===== config.mk =====
export PLATFORM = sky130hd
export DESIGN_NAME = core_sequencer_flat
export DESIGN_NICKNAME = d
export VERILOG_FILES = /design/src/rtl/core_sequencer_if.sv /design/src/rtl/core_sequencer.sv /design/src/flat_wrapper.sv
export SDC_FILE = /design/constraint.sdc
export NUM_CORES = 1
export LEC_CHECK = 0
export CAP_MARGIN = 10
export CORE_ASPECT_RATIO = 0.5
export CORE_MARGIN = 3
export CORE_UTILIZATION = 46
export CTS_BUF_LIST = sky130_fd_sc_hd__clkbuf_2 sky130_fd_sc_hd__clkbuf_4 sky130_fd_sc_hd__clkbuf_8
export DETAILED_ROUTE_END_ITERATION = 16
export HOLD_SLACK_MARGIN = 0.02
export PLACE_DENSITY = 0.85
export SKIP_LAST_GASP = 1
export SLEW_MARGIN = 20
export SYNTH_ARGS = -nofsm -noshare
export SYNTH_HDL_FRONTEND = slang
export SYNTH_SLANG_ARGS = --single-unit
export TNS_END_PERCENT = 100

===== constraint.sdc =====
create_clock -name clk -period 1.9 [get_ports clk]
set_input_delay 0.38 -clock clk [delete_from_list [all_inputs] [get_ports clk]]
set_output_delay 0.38 -clock clk [all_outputs]
set_load 0.02 [all_outputs]

===== src/rtl/core_sequencer_if.sv =====
// Bus bundle between core_sequencer and the memory ports / decode datapath.
// The trap line exists only when CORE_SEQ_TRAP_EN is defined.
interface core_sequencer_if;
  logic        imem_req;
  logic [31:0] imem_addr;
  logic        imem_ready;
  logic [31:0] imem_rdata;
  logic [31:0] instr;
  logic [31:0] pc;
  logic        dec_mem_read;
  logic        dec_mem_write;
  logic        dec_reg_write;
  logic        dec_illegal;
  logic        pc_redirect;
  logic [31:0] pc_target;
  logic        dmem_req;
  logic        dmem_we;
  logic        dmem_ready;
  logic        reg_we;
  logic        load_capture;
  logic        retired;
`ifdef CORE_SEQ_TRAP_EN
  logic        trap;

  modport master (
    output imem_req, imem_addr, instr, pc, dmem_req, dmem_we, reg_we,
           load_capture, retired, trap,
    input  imem_ready, imem_rdata, dec_mem_read, dec_mem_write, dec_reg_write,
           dec_illegal, pc_redirect, pc_target, dmem_ready
  );
  modport slave (
    input  imem_req, imem_addr, instr, pc, dmem_req, dmem_we, reg_we,
           load_capture, retired, trap,
    output imem_ready, imem_rdata, dec_mem_read, dec_mem_write, dec_reg_write,
           dec_illegal, pc_redirect, pc_target, dmem_ready
  );
`else
  modport master (
    output imem_req, imem_addr, instr, pc, dmem_req, dmem_we, reg_we,
           load_capture, retired,
    input  imem_ready, imem_rdata, dec_mem_read, dec_mem_write, dec_reg_write,
           dec_illegal, pc_redirect, pc_target, dmem_ready
  );
  modport slave (
    input  imem_req, imem_addr, instr, pc, dmem_req, dmem_we, reg_we,
           load_capture, retired,
    output imem_ready, imem_rdata, dec_mem_read, dec_mem_write, dec_reg_write,
           dec_illegal, pc_redirect, pc_target, dmem_ready
  );
`endif
endinterface


===== src/rtl/core_sequencer.sv =====
// Multi-cycle RV32 sequencer: FETCH/DECODE/EXECUTE/MEM/WRITEBACK, owns pc and instr.
// Optional CORE_SEQ_TRAP_EN adds a sticky TRAP state for illegal opcodes and misaligned redirects.
module core_sequencer #(
  parameter logic [31:0] RESET_PC = 32'h0000_0000
) (
  input logic              clk,
  input logic              rst,
  core_sequencer_if.master bus
);

  typedef enum logic [2:0] {
    S_FETCH,
    S_DECODE,
    S_EXECUTE,
    S_MEM,
`ifdef CORE_SEQ_TRAP_EN
    S_TRAP,
`endif
    S_WRITEBACK
  } state_t;

  state_t      state, state_n;
  logic [31:0] pc_q, next_pc_q, instr_q;
  logic [31:0] pc_plus4, redirect_pc, exec_next_pc;
  logic        ill_nop, mem_op;
  logic        imem_req, dmem_req, dmem_we, reg_we, load_capture, retired;

  assign pc_plus4 = pc_q + 32'd4;

`ifdef CORE_SEQ_TRAP_EN
  // Illegal opcodes never reach EXECUTE here, and misaligned targets trap instead.
  assign ill_nop     = 1'b0;
  assign redirect_pc = bus.pc_target;
`else
  assign ill_nop     = bus.dec_illegal;
  assign redirect_pc = bus.pc_target & ~32'h3;
`endif

  assign mem_op       = (bus.dec_mem_read | bus.dec_mem_write) & ~ill_nop;
  assign exec_next_pc = (bus.pc_redirect && !ill_nop) ? redirect_pc : pc_plus4;

  always_ff @(posedge clk) begin
    if (rst) begin
      state     <= S_FETCH;
      pc_q      <= RESET_PC;
      next_pc_q <= RESET_PC;
      instr_q   <= 32'h0000_0013;
    end else begin
      state <= state_n;
      if (state == S_FETCH && bus.imem_ready) instr_q <= bus.imem_rdata;
      if (state == S_EXECUTE) next_pc_q <= exec_next_pc;
      if (state == S_WRITEBACK) pc_q <= next_pc_q;
    end
  end

  always_comb begin
    state_n      = state;
    imem_req     = 1'b0;
    dmem_req     = 1'b0;
    dmem_we      = 1'b0;
    reg_we       = 1'b0;
    load_capture = 1'b0;
    retired      = 1'b0;
    case (state)
      S_FETCH: begin
        // Held low while rst is high so the first request follows reset release.
        imem_req = ~rst;
        if (bus.imem_ready) state_n = S_DECODE;
      end
      S_DECODE: begin
`ifdef CORE_SEQ_TRAP_EN
        state_n = bus.dec_illegal ? S_TRAP : S_EXECUTE;
`else
        state_n = S_EXECUTE;
`endif
      end
      S_EXECUTE: begin
        state_n = mem_op ? S_MEM : S_WRITEBACK;
`ifdef CORE_SEQ_TRAP_EN
        if (bus.pc_redirect && (bus.pc_target[1:0] != 2'b00)) state_n = S_TRAP;
`endif
      end
      S_MEM: begin
        dmem_req     = 1'b1;
        dmem_we      = bus.dec_mem_write;
        load_capture = bus.dmem_ready & bus.dec_mem_read & ~bus.dec_mem_write;
        if (bus.dmem_ready) state_n = S_WRITEBACK;
      end
      S_WRITEBACK: begin
        reg_we  = bus.dec_reg_write & ~bus.dec_mem_write & ~ill_nop;
        retired = 1'b1;
        state_n = S_FETCH;
      end
`ifdef CORE_SEQ_TRAP_EN
      S_TRAP: state_n = S_TRAP;
`endif
      default: state_n = S_FETCH;
    endcase
  end

  assign bus.imem_req     = imem_req;
  assign bus.imem_addr    = pc_q;
  assign bus.pc           = pc_q;
  assign bus.instr        = instr_q;
  assign bus.dmem_req     = dmem_req;
  assign bus.dmem_we      = dmem_we;
  assign bus.reg_we       = reg_we;
  assign bus.load_capture = load_capture;
  assign bus.retired      = retired;
`ifdef CORE_SEQ_TRAP_EN
  assign bus.trap         = (state == S_TRAP);
`endif

endmodule


===== src/flat_wrapper.sv =====
// flat-port wrapper written by rule: the top's interface ports become plain ports
module core_sequencer_flat 
#(
  parameter logic [31:0] RESET_PC = 32'h0000_0000
)
  (clk, rst, bus_imem_req, bus_imem_addr, bus_instr, bus_pc, bus_dmem_req, bus_dmem_we, bus_reg_we, bus_load_capture, bus_retired, bus_imem_ready, bus_imem_rdata, bus_dec_mem_read, bus_dec_mem_write, bus_dec_reg_write, bus_dec_illegal, bus_pc_redirect, bus_pc_target, bus_dmem_ready);
  core_sequencer_if bus_i ();
  input logic clk;
  input logic rst;
  output wire logic [$bits(bus_i.imem_req)-1:0] bus_imem_req;
  output wire logic [$bits(bus_i.imem_addr)-1:0] bus_imem_addr;
  output wire logic [$bits(bus_i.instr)-1:0] bus_instr;
  output wire logic [$bits(bus_i.pc)-1:0] bus_pc;
  output wire logic [$bits(bus_i.dmem_req)-1:0] bus_dmem_req;
  output wire logic [$bits(bus_i.dmem_we)-1:0] bus_dmem_we;
  output wire logic [$bits(bus_i.reg_we)-1:0] bus_reg_we;
  output wire logic [$bits(bus_i.load_capture)-1:0] bus_load_capture;
  output wire logic [$bits(bus_i.retired)-1:0] bus_retired;
  input wire logic [$bits(bus_i.imem_ready)-1:0] bus_imem_ready;
  input wire logic [$bits(bus_i.imem_rdata)-1:0] bus_imem_rdata;
  input wire logic [$bits(bus_i.dec_mem_read)-1:0] bus_dec_mem_read;
  input wire logic [$bits(bus_i.dec_mem_write)-1:0] bus_dec_mem_write;
  input wire logic [$bits(bus_i.dec_reg_write)-1:0] bus_dec_reg_write;
  input wire logic [$bits(bus_i.dec_illegal)-1:0] bus_dec_illegal;
  input wire logic [$bits(bus_i.pc_redirect)-1:0] bus_pc_redirect;
  input wire logic [$bits(bus_i.pc_target)-1:0] bus_pc_target;
  input wire logic [$bits(bus_i.dmem_ready)-1:0] bus_dmem_ready;
  assign bus_imem_req = bus_i.imem_req;
  assign bus_imem_addr = bus_i.imem_addr;
  assign bus_instr = bus_i.instr;
  assign bus_pc = bus_i.pc;
  assign bus_dmem_req = bus_i.dmem_req;
  assign bus_dmem_we = bus_i.dmem_we;
  assign bus_reg_we = bus_i.reg_we;
  assign bus_load_capture = bus_i.load_capture;
  assign bus_retired = bus_i.retired;
  assign bus_i.imem_ready = bus_imem_ready;
  assign bus_i.imem_rdata = bus_imem_rdata;
  assign bus_i.dec_mem_read = bus_dec_mem_read;
  assign bus_i.dec_mem_write = bus_dec_mem_write;
  assign bus_i.dec_reg_write = bus_dec_reg_write;
  assign bus_i.dec_illegal = bus_dec_illegal;
  assign bus_i.pc_redirect = bus_pc_redirect;
  assign bus_i.pc_target = bus_pc_target;
  assign bus_i.dmem_ready = bus_dmem_ready;
  core_sequencer #(.RESET_PC(RESET_PC)) u_core (.clk(clk), .rst(rst), .bus(bus_i));
endmodule

==> results.ini <==
[synthesis]
yosysUniqueCellTypes = 43
synth_seq_cells = 99
yosys_warnings = 0
avgSynthCellArea_um2 = 7.90
syn_area_um2 = 4610
ys_seq_area_share_pct = 43.0
syn_inst = 584
syn_nets = 658

[status]
status = finished clean

[drt]
vias = 4693
drt_iter0_markers = 351
wl_met2_um = 6480
wl_met3_um = 1340
ant_nets = 0
routed.top_layer = met4
finalWirelength_um = 13300
wl_met1_um = 5320
viasPerCell = 5.34
wl_per_cell_um = 15.2
drtPass1Iterations = 5
drc_errors = 0

[power_and_ir_drop]
peakVddDrop_mv = 0.395
power.leakage_nw = 3.06
powerDensity_nw_per_um2 = 634

[global_routing]
grt_pass1_wl_um = 21700
grt_max_degree = 100
overflow = 0
grt_pass1_vias = 4468
antenna_found_initial = 0
globalRouteTotalUtil_pct = 23.0

[layout]
fillCellCount = 775
utilization_pct = 69.4
layoutNonFillerInstCount = 879
fin_nets = 813
multi_input_area_um2 = 2200
seqCellArea_um2 = 1980
n_antenna_cell = 0
drive_gt1_share_pct = 10.9
syn2layout_area_growth_pct = 44.3

[run]
maxCapViolations = 0

[sta]
relSlewSlack_pct = 32.9
final-setup-viol-count = 0
fin_crit_sh_pct = 97.2
fmax_mhz = 542
worst_pin_slew_ns = 1.01
hold_viol = 0
final_max_slew_viol_count = 0
fin_skew_ns = 0.00843
tns_ns = 0
period_minus_slack_ns = 1.85
rsz0062_at_grt = true
setup_slack_ns = 0.0538

[clock_network]
root_buffer = clkbuf_8
cts_max_level = 3
clkSinkCount = 99
clk_path_buf_depth = 2
ctsHoldBuffers = 0
post_cts_buffers = 0
path_clk_slew_ns = 0.10
cts_buffers = 9
clk-insertion-delay-late_ns = 0.37
cts_tree = done

[place]
portBuffers = 172
dpl.cell_count = 863
globalplace.congestion = 0.840
dp_hpwl_um = 9150
place_ws_ns = -0.285

[die]
initial_utilization_pct = 48.1
io_pins = 175
die_y_um = 76.8
dieArea_um2 = 11300
rows = 25
die_x_um = 148
coreArea_um2 = 9600

[worst_setup_path]
worstPathRequired_ns = 1.52
slowest_stage = clkdlybuf4s50_1
worstSetupPathType = flop to output pin
cp-start-kind = flop
path_max_fanout = 6
cp_cell_sequence = buf_4, clkdlybuf4s50_1
end_kind = output pin
crit_arrival_ns = 1.47
slowest_delay_ns = 0.61

[worst_hold_path]
hold_class = primary input to flop

## worst paths after layout
check | start | endpoint | slack [ns] | depth (start not counted)
worst max register to register | u_core.bus.imem_addr[3]$_SDFFE_PP0P_ | u_core.next_pc_q[23]$_SDFFE_PP0N_ | 0.08 | 7
worst max-delay path | u_core.bus.imem_addr[15]$_SDFFE_PP0P_ | bus_pc[15] | 0.05 | 2
worst min register to register | u_core.next_pc_q[19]$_SDFFE_PP0N_ | u_core.bus.imem_addr[19]$_SDFFE_PP0P_ | 0.45 | 2
worst min-delay path | rst | u_core.state[1]$_SDFFE_PP0P_ | 0.39 | 4
## power by group
part           switching [mW]  internal [mW]  total (mW)
registers              0.0348           2.14        2.18
logic                   0.327          0.333       0.660
clock network           0.758          0.627        1.39
## Yosys cell counts, drive strengths merged
cell type | n | area, um^2
nor3 | 6 | 30.0
or3 | 3 | 18.8
nor2 | 31 | 116
and4 | 2 | 17.5
nor2b | 1 | 6.26
a221oi | 1 | 15.0
nand2 | 155 | 584
o21ai | 9 | 45.0
xor2 | 23 | 201
and2 | 2 | 12.5
o211ai | 1 | 7.51
nor4 | 7 | 73.8
nor4b | 2 | 23.8
xnor2 | 5 | 43.8
and3 | 17 | 108
a211oi | 5 | 37.5
inv | 3 | 11.3
a211o | 1 | 8.76
a21oi | 84 | 420
nand2b | 1 | 6.26
nand3b | 7 | 52.6
a31oi | 3 | 18.8
buf | 42 | 318
clkbuf | 29 | 129
dfxtp | 99 | 1980
mux2i | 1 | 10.0
o22ai | 12 | 75.1
nand4 | 7 | 88.8
ha | 1 | 12.5
nand3 | 17 | 85.1
a311oi | 2 | 17.5
o22a | 1 | 8.76
o31ai | 3 | 22.5
or2 | 1 | 6.26
## flip-flops by register name (all words and copies together), names as in the netlist
signal / count
u_core.bus.imem_addr: 32
u_core.state: 3
u_core.bus.instr: 32
u_core.next_pc_q: 32
## cell usage in the layout (no fill, tap or decap), drive strengths merged, types with 2 or more instances in the layout
| cell | Yosys | routed |
|---|---|---|
| buf | 42 | 48 |
| dfxtp | 99 | 99 |
| o22ai | 12 | 12 |
| o21ai | 9 | 9 |
| a21oi | 84 | 84 |
| nand2 | 155 | 155 |
| a31oi | 3 | 3 |
| clkinv | 0 | 3 |
| a211oi | 5 | 5 |
| nor4b | 2 | 2 |
| clkdlybuf4s50 | 0 | 118 |
| xor2 | 23 | 23 |
| clkbuf | 29 | 11 |
| nand4 | 7 | 7 |
| inv | 3 | 4 |
| or3 | 3 | 3 |
| and3 | 17 | 17 |
| dlygate4sd2 | 0 | 24 |
| nor4 | 7 | 7 |
| o31ai | 3 | 3 |
| and2 | 2 | 2 |
| nand3 | 17 | 17 |
| dlymetal6s2s | 0 | 24 |
| nor2 | 31 | 31 |
| a311oi | 2 | 2 |
| nand3b | 7 | 7 |
| xnor2 | 5 | 5 |
| nor3 | 6 | 6 |
| and4 | 2 | 2 |
## critical path: cells and delay by family, from the launching register on
family	cells	cell delay, ns
DFF	1	0.34
buffers and inverters	2	0.75
## stage by stage
step	area [um^2]	hold slack, ns	total power [mW]
global route	6660	0.379	4.40
global placement	6440	0.436	2.88
floorplan	4610	0.429	2.53
finish	6660	0.387	4.22
detailed placement	6440	0.446	2.89
CTS	6610	0.373	4.26
## cell type report
type / count / share of cell area (%)
Clock buffer: 10 / 1.97
Multi-Input combinational cell: 411 / 33.0
Inverter: 3 / 0.169
Timing Repair Buffer: 215 / 31.5
Clock inverter: 6 / 0.977
Sequential cell: 99 / 29.8
Tap cell: 135 / 2.54
## cells by family after synthesis
| kind of cell | count (synthesis) | synth area share (%) |
|---|---|---|
| AOI/OAI and AO/OA | 122 | 14.7 |
| xor gates and xnor gates | 28 | 5.31 |
| adders and majority gates | 1 | 0.271 |
| buffers and inverters | 74 | 9.92 |
| DFF | 99 | 43.0 |
| muxes | 1 | 0.217 |
| and+or+nand+nor | 259 | 26.7 |
## repair_timing
item / in CTS / in global routing
gates cloned: 0 / 0
pin swaps: 0 / 1
resized for setup: 40 / 37
setup endpoints to repair: 30 / 30
## routing by layer
layer | up-vias | global-route usage, %
met3 | 30 | 8.21
met5 | - | 0
li1 | 2247 | -
met1 | 2188 | 27.6
met2 | 228 | 39.8
met4 | 0 | 5.48
Note: power is estimated with default switching activity, not from simulation.
